===== src/rtl/bnn_popaccum_if.sv =====
// Stream bundle for bnn_popaccum: input beat handshake and frame result handshake.
// The master side feeds beats and accepts results; the slave side is the accumulator.
interface bnn_popaccum_if #(
    parameter int W = 8,
    parameter int C = 4,
    parameter int N = 16
);
    localparam int CW = $clog2(N*W+1);

    logic               in_valid;
    logic               in_ready;
    logic [C*W-1:0]     in_data;
    logic               out_valid;
    logic               out_ready;
    logic [C*CW-1:0]    out_acc;
    logic [C-1:0]       out_act;

    modport master (
        output in_valid, in_data, out_ready,
        input  in_ready, out_valid, out_acc, out_act
    );

    modport slave (
        input  in_valid, in_data, out_ready,
        output in_ready, out_valid, out_acc, out_act
    );
endinterface


===== src/rtl/bnn_popaccum.sv =====
// Multi-channel XNOR-popcount accumulator with binary activation.
// Collects N beats of C W-bit slices, then holds per-channel counts and threshold bits.
module bnn_popaccum #(
    parameter int W  = 8,
    parameter int C  = 4,
    parameter int N  = 16,
    parameter int TH = (N*W)/2,
    localparam int CW = $clog2(N*W+1),
    localparam int BW = (N > 1) ? $clog2(N) : 1
) (
    input  logic          clk,
    input  logic          rst_n,
    input  logic          clear,
    bnn_popaccum_if.slave bus,
    output logic [BW-1:0] beat_cnt
);

    typedef enum logic {
        S_ACC = 1'b0,
        S_OUT = 1'b1
    } state_t;

    localparam logic [31:0] TH_U = 32'(TH);
    localparam logic [BW-1:0] LAST_BEAT = BW'(N-1);

    state_t                 r_state;
    state_t                 w_state_nxt;
    logic [C-1:0][CW-1:0]   r_acc;
    logic [C-1:0][CW-1:0]   r_out_acc;
    logic [C-1:0]           r_out_act;
    logic [BW-1:0]          r_beat_cnt;
    logic [C-1:0][CW-1:0]   w_sum;
    logic [C-1:0]           w_act;
    logic                   w_accept;
    logic                   w_last;

    function automatic logic [CW-1:0] popcount(input logic [W-1:0] v);
        logic [CW-1:0] n;
        n = '0;
        for (int i = 0; i < W; i++) begin
            n = n + CW'(v[i]);
        end
        return n;
    endfunction

    assign w_accept = bus.in_valid && (r_state == S_ACC);
    assign w_last   = (r_beat_cnt == LAST_BEAT);

    // NOTE: every always_comb output gets a default first so no path can infer a latch.
    always_comb begin
        w_sum = '0;
        w_act = '0;
        for (int c = 0; c < C; c++) begin
            w_sum[c] = r_acc[c] + popcount(bus.in_data[c*W +: W]);
            w_act[c] = (32'(w_sum[c]) >= TH_U);
        end
    end

    always_comb begin
        w_state_nxt = r_state;
        if (clear) begin
            w_state_nxt = S_ACC;
        end else begin
            case (r_state)
                S_ACC:   if (w_accept && w_last) w_state_nxt = S_OUT;
                S_OUT:   if (bus.out_ready)      w_state_nxt = S_ACC;
                default: w_state_nxt = S_ACC;
            endcase
        end
    end

    // NOTE: sequential state uses non-blocking assignments so all registers update together.
    always_ff @(posedge clk or negedge rst_n) begin
        if (!rst_n) begin
            r_state <= S_ACC;
        end else begin
            r_state <= w_state_nxt;
        end
    end

    // NOTE: the accumulator array is small and must start each frame at zero, so it is reset.
    always_ff @(posedge clk or negedge rst_n) begin
        if (!rst_n) begin
            r_acc      <= '0;
            r_beat_cnt <= '0;
            r_out_acc  <= '0;
            r_out_act  <= '0;
        end else if (clear) begin
            // Result registers keep their contents; only the frame in progress is dropped.
            r_acc      <= '0;
            r_beat_cnt <= '0;
        end else if (w_accept) begin
            if (w_last) begin
                r_out_acc  <= w_sum;
                r_out_act  <= w_act;
                r_acc      <= '0;
                r_beat_cnt <= '0;
            end else begin
                r_acc      <= w_sum;
                r_beat_cnt <= r_beat_cnt + BW'(1);
            end
        end
    end

    assign bus.in_ready  = (r_state == S_ACC);
    assign bus.out_valid = (r_state == S_OUT);
    assign bus.out_acc   = r_out_acc;
    assign bus.out_act   = r_out_act;
    assign beat_cnt      = r_beat_cnt;

endmodule

===== src/flat_wrapper.sv =====
// flat-port wrapper written by rule: the top's interface ports become plain ports
module bnn_popaccum_flat 
#(
    parameter int W  = 8,
    parameter int C  = 4,
    parameter int N  = 16,
    parameter int TH = (N*W)/2,
    localparam int CW = $clog2(N*W+1),
    localparam int BW = (N > 1) ? $clog2(N) : 1
)
  (clk, rst_n, clear, beat_cnt, bus_in_valid, bus_in_data, bus_out_ready, bus_in_ready, bus_out_valid, bus_out_acc, bus_out_act);
  bnn_popaccum_if #(.W(W), .C(C), .N(N)) bus_i ();
  input  logic clk;
  input  logic rst_n;
  input  logic clear;
  output logic [BW-1:0] beat_cnt;
  input wire logic [$bits(bus_i.in_valid)-1:0] bus_in_valid;
  input wire logic [$bits(bus_i.in_data)-1:0] bus_in_data;
  input wire logic [$bits(bus_i.out_ready)-1:0] bus_out_ready;
  output wire logic [$bits(bus_i.in_ready)-1:0] bus_in_ready;
  output wire logic [$bits(bus_i.out_valid)-1:0] bus_out_valid;
  output wire logic [$bits(bus_i.out_acc)-1:0] bus_out_acc;
  output wire logic [$bits(bus_i.out_act)-1:0] bus_out_act;
  assign bus_i.in_valid = bus_in_valid;
  assign bus_i.in_data = bus_in_data;
  assign bus_i.out_ready = bus_out_ready;
  assign bus_in_ready = bus_i.in_ready;
  assign bus_out_valid = bus_i.out_valid;
  assign bus_out_acc = bus_i.out_acc;
  assign bus_out_act = bus_i.out_act;
  bnn_popaccum #(.W(W), .C(C), .N(N), .TH(TH)) u_core (.clk(clk), .rst_n(rst_n), .clear(clear), .bus(bus_i), .beat_cnt(beat_cnt));
endmodule

===== config.mk =====
export PLATFORM = sky130hd
export DESIGN_NAME = bnn_popaccum_flat
export DESIGN_NICKNAME = d
export VERILOG_FILES = /design/src/rtl/bnn_popaccum_if.sv /design/src/rtl/bnn_popaccum.sv /design/src/flat_wrapper.sv
export SDC_FILE = /design/constraint.sdc
export NUM_CORES = 1
export LEC_CHECK = 0
export BUFFER_PORTS_ARGS = -buffer_cell sky130_fd_sc_hd__buf_2
export CAP_MARGIN = 10
export CORE_MARGIN = 4
export CORE_UTILIZATION = 50
export DETAILED_ROUTE_END_ITERATION = 8
export GPL_TIMING_DRIVEN = 0
export PLACE_DENSITY = 0.73
export RECOVER_POWER = 50
export SETUP_SLACK_MARGIN = 0.05
export SLEW_MARGIN = 30
export SYNTH_ARGS = -nofsm -noshare
export SYNTH_HDL_FRONTEND = slang
export SYNTH_SLANG_ARGS = --single-unit
export TNS_END_PERCENT = 50

===== constraint.sdc =====
create_clock -name clk -period 7.9 [get_ports clk]
set_input_delay 1.58 -clock clk [delete_from_list [all_inputs] [get_ports clk]]
set_output_delay 1.58 -clock clk [all_outputs]
set_load 0.005 [all_outputs]

==> impl_metrics.tcl <==
set metrics [dict create \
    syn-instance-count 441 \
    dieArea_um2 10400 \
    cts_tree "yes" \
    holdWs_ns 0.472 \
    cp_data_arrival_time_ns 4.92 \
    gp_congestion 0.810 \
    clk_pin_slew_ns 0.08 \
    hold_class "flop to flop" \
    die_h_um 102 \
    postCtsSetupRepairBufs 0 \
    min_path_cells 2 \
    worst_path_most_repeated_cell "fa_1" \
    synth-edff-count 0 \
    comb_power_share 0.408 \
    drv_cap 1 \
    p_leak_nw 2.79 \
    hold_viol 0 \
    critPathKind "input port to flop" \
    critical_path.n_buffers_inverters 3 \
    p_int_mw 0.773 \
    r2r_cells 9 \
    crit_path_start_kind "input port" \
    clock_latency_ns 0.36 \
    grt_overflow 0 \
    clock_sinks 73 \
    endpoint_kind "flop" \
    finalPower_mw 1.22 \
    fin_tns_setup_ns 0 \
    grt_pass1_vias 3599 \
    synth_fp_nets 543 \
    layout_min_cycle_time_ns 4.68 \
    critPathSlowestCell "fa_1" \
    powerDensity_nw_per_um2 238 \
    final_cell_mix "buf_2, nand2_1, dfrtp_1, inv_1, ha_1" \
    drtAntennaViolNets 0 \
    placedInstanceArea_um2 4950 \
    synth-xor-area-share 0.0418 \
    num_vias 3402 \
    violations "capacitance limit, slew limit" \
    crit_chain "buf_2 -> ha_1 -> inv_1 -> fa_1 -> fa_1 -> fa_1 -> inv_1 -> ha_1 -> fa_1 -> a21oi_1 -> o22ai_1 -> xnor2_1 -> nand2_1 -> o22a_1" \
    muxShareOfSynthArea 0.0128 \
    pre_cts_slack_ns 2.86 \
    worst_pin_slew_ns 2.45 \
    syn_avg_cell_area_um2 9.98 \
    finalCritPeriodShare 0.593 \
    ys_warn_count 0 \
    ios 79 \
    grt_max_degree 48 \
    ir_drop_mv 0.134 \
    rsz0062_at_grt "no" \
    via_per_inst 5.31 \
    ys_ff_latch 73 \
    status "finished with violations" \
    slew_headroom -0.632 \
    clockBufferDepth 2 \
    synth.distinct_cells 41 \
    cts_buffers 9 \
    synth-adder-area-share 0.212 \
    async_flop_share 1.00 \
    p_switching_mw 0.442 \
    cp_num_cells 14 \
    finalNetCount 633 \
    antenna_cells 0 \
    die_x_um 102 \
    grt_pass1_wl_um 16200 \
    setup_ws_ns 3.22 \
    final.setup_skew_ns 0.00943 \
    drc_errors 0 \
    worstPathRequired_ns 8.14 \
    ys.flop_type "dfrtp_1" \
    p_sw_frac 0.364 \
    drt_iter0_drc 148 \
    core_um2 8380 \
    pwr-share-seq 0.363 \
    grt_usage 0.202 \
    cts_resized 0 \
    htreeDepth 3 \
    crit_fanout 2 \
    seq_area_frac_synth 0.415 \
    row_count 33 \
    max_stage_delay_ns 0.49 \
    synth-compound-area-share 0.142 \
    synth_top_family_by_area "adder cells" \
    max_freq_ghz 0.214 \
    finalSetupViolCount 0 \
    syn_area_um2 4400 \
    dp_hpwl_um 7380 \
    cts_root_buffer "clkbuf_8" \
    wl_um 9530 \
    drive_above_1_share 0.200 \
    firstDrtPassIters 4 \
    yosys.area_share.simple 0.111 \
    wire_per_inst_um 14.9 \
    start_util 0.525 \
    crit_family "adder cells" \
    holdBufCountCts 0 \
    antenna_found_initial 0 \
    final_area_um2 5100 \
    syn_to_final_growth_pct 16.0 \
    slew_violations 48 \
    port_buffers 78 \
    clockPowerShare 0.229 \
]
logic make-up after synthesis:
logic type      after synthesis
mux                           5
fa+ha+maj                    65
flops                        73
buf+inv                      70
xor+xnor                     21
simple gates                109
compound gates               98
final timing paths:
path / startpoint / endpoint / slack (ns)
min in group asynchronous: rst_n / u_core.r_acc[28]$_DFFE_PN0P_ / 1.56
max reg2reg: u_core.r_acc[25]$_DFFE_PN0P_ / u_core.bus.out_act[3]$_DFFE_PN0P_ / 5.11
min: u_core.bus.out_acc[16]$_DFFE_PN0P_ / u_core.bus.out_acc[16]$_DFFE_PN0P_ / 0.47
max in group asynchronous: rst_n / u_core.r_acc[2]$_DFFE_PN0P_ / 3.37
min reg2reg: u_core.bus.out_acc[16]$_DFFE_PN0P_ / u_core.bus.out_acc[16]$_DFFE_PN0P_ / 0.47
max: bus_in_data[24] / u_core.bus.out_act[3]$_DFFE_PN0P_ / 3.22
synthesized netlist by cell type (2+ instances only):
library cell / count / area (um2)
dfrtp_1: 73 / 1830
nor3_1: 3 / 15.0
inv_1: 57 / 214
fa_1: 16 / 320
nor2b_1: 3 / 18.8
nand2_1: 77 / 289
nand3_1: 5 / 25.0
ha_1: 49 / 613
o21bai_1: 2 / 15.0
and3_4: 2 / 22.5
nor2_1: 8 / 30.0
a31oi_1: 5 / 31.3
a22o_1: 15 / 131
clkbuf_1: 3 / 11.3
o21a_1: 4 / 30.0
xor2_1: 4 / 35.0
o22ai_1: 4 / 25.0
mux2_2: 5 / 56.3
a21oi_1: 17 / 85.1
o21ai_0: 36 / 180
buf_2: 7 / 35.0
a21o_1: 5 / 37.5
o21ai_1: 2 / 10.0
buf_4: 2 / 15.0
nand4_1: 4 / 25.0
o32a_1: 2 / 20.0
xnor2_1: 17 / 149
layout make-up:
type                    instances  area [um2]
plain buffers                  13        72.6
clock buffers                  12         165
clock inverters                 4        26.3
fillers                       769        3280
inverters                      57         214
multi-input cells             298        2280
flip-flops and latches         73        1830
well taps                     105         131
repair buffers                 79         384
power by group through the flow:
| stage | sequential, mW | clock, mW | combinational, mW |
|---|---|---|---|
| floorplan | 0.442 | 0 | 0.375 |
| global placement | 0.446 | 0 | 0.474 |
| global route | 0.446 | 0.300 | 0.574 |
| finish | 0.441 | 0.278 | 0.496 |
| detailed placement | 0.449 | 0 | 0.502 |
| CTS | 0.442 | 0.284 | 0.507 |
worst reg2reg max path: stages, from the launching register on:
cell	delay (ns)
dfrtp_1	0.40
ha_1	0.30
ha_1	0.29
ha_1	0.34
fa_1	0.47
a21oi_1	0.23
o22ai_1	0.13
xnor2_1	0.21
nand2_1	0.10
o22a_1	0.18
state kept, by name, indices dropped and copies added (netlist names):
register              count
u_core.beat_cnt           4
u_core.bus.out_act        4
u_core.bus.out_acc       32
u_core.bus.out_valid      1
u_core.r_acc             32
metrics by stage:
step	util	cells
final	0.609	641
after global routing	0.609	641
after CTS	0.614	641
after global placement	0.587	624
after floorplan	-	441
after detailed placement	0.591	625
metal layers:
| layer | GRT usage | share of wire | wire length (um) | up-vias |
|---|---|---|---|---|
| met5 | 0 | 0 | 0 | - |
| met4 | 0.0525 | 0.013 | 127 | 0 |
| met3 | 0.0512 | 0.060 | 576 | 12 |
| met2 | 0.346 | 0.48 | 4620 | 91 |
| met1 | 0.257 | 0.44 | 4210 | 1637 |
| li1 | - | - | - | 1662 |
Power figures use the tool's default switching activity.
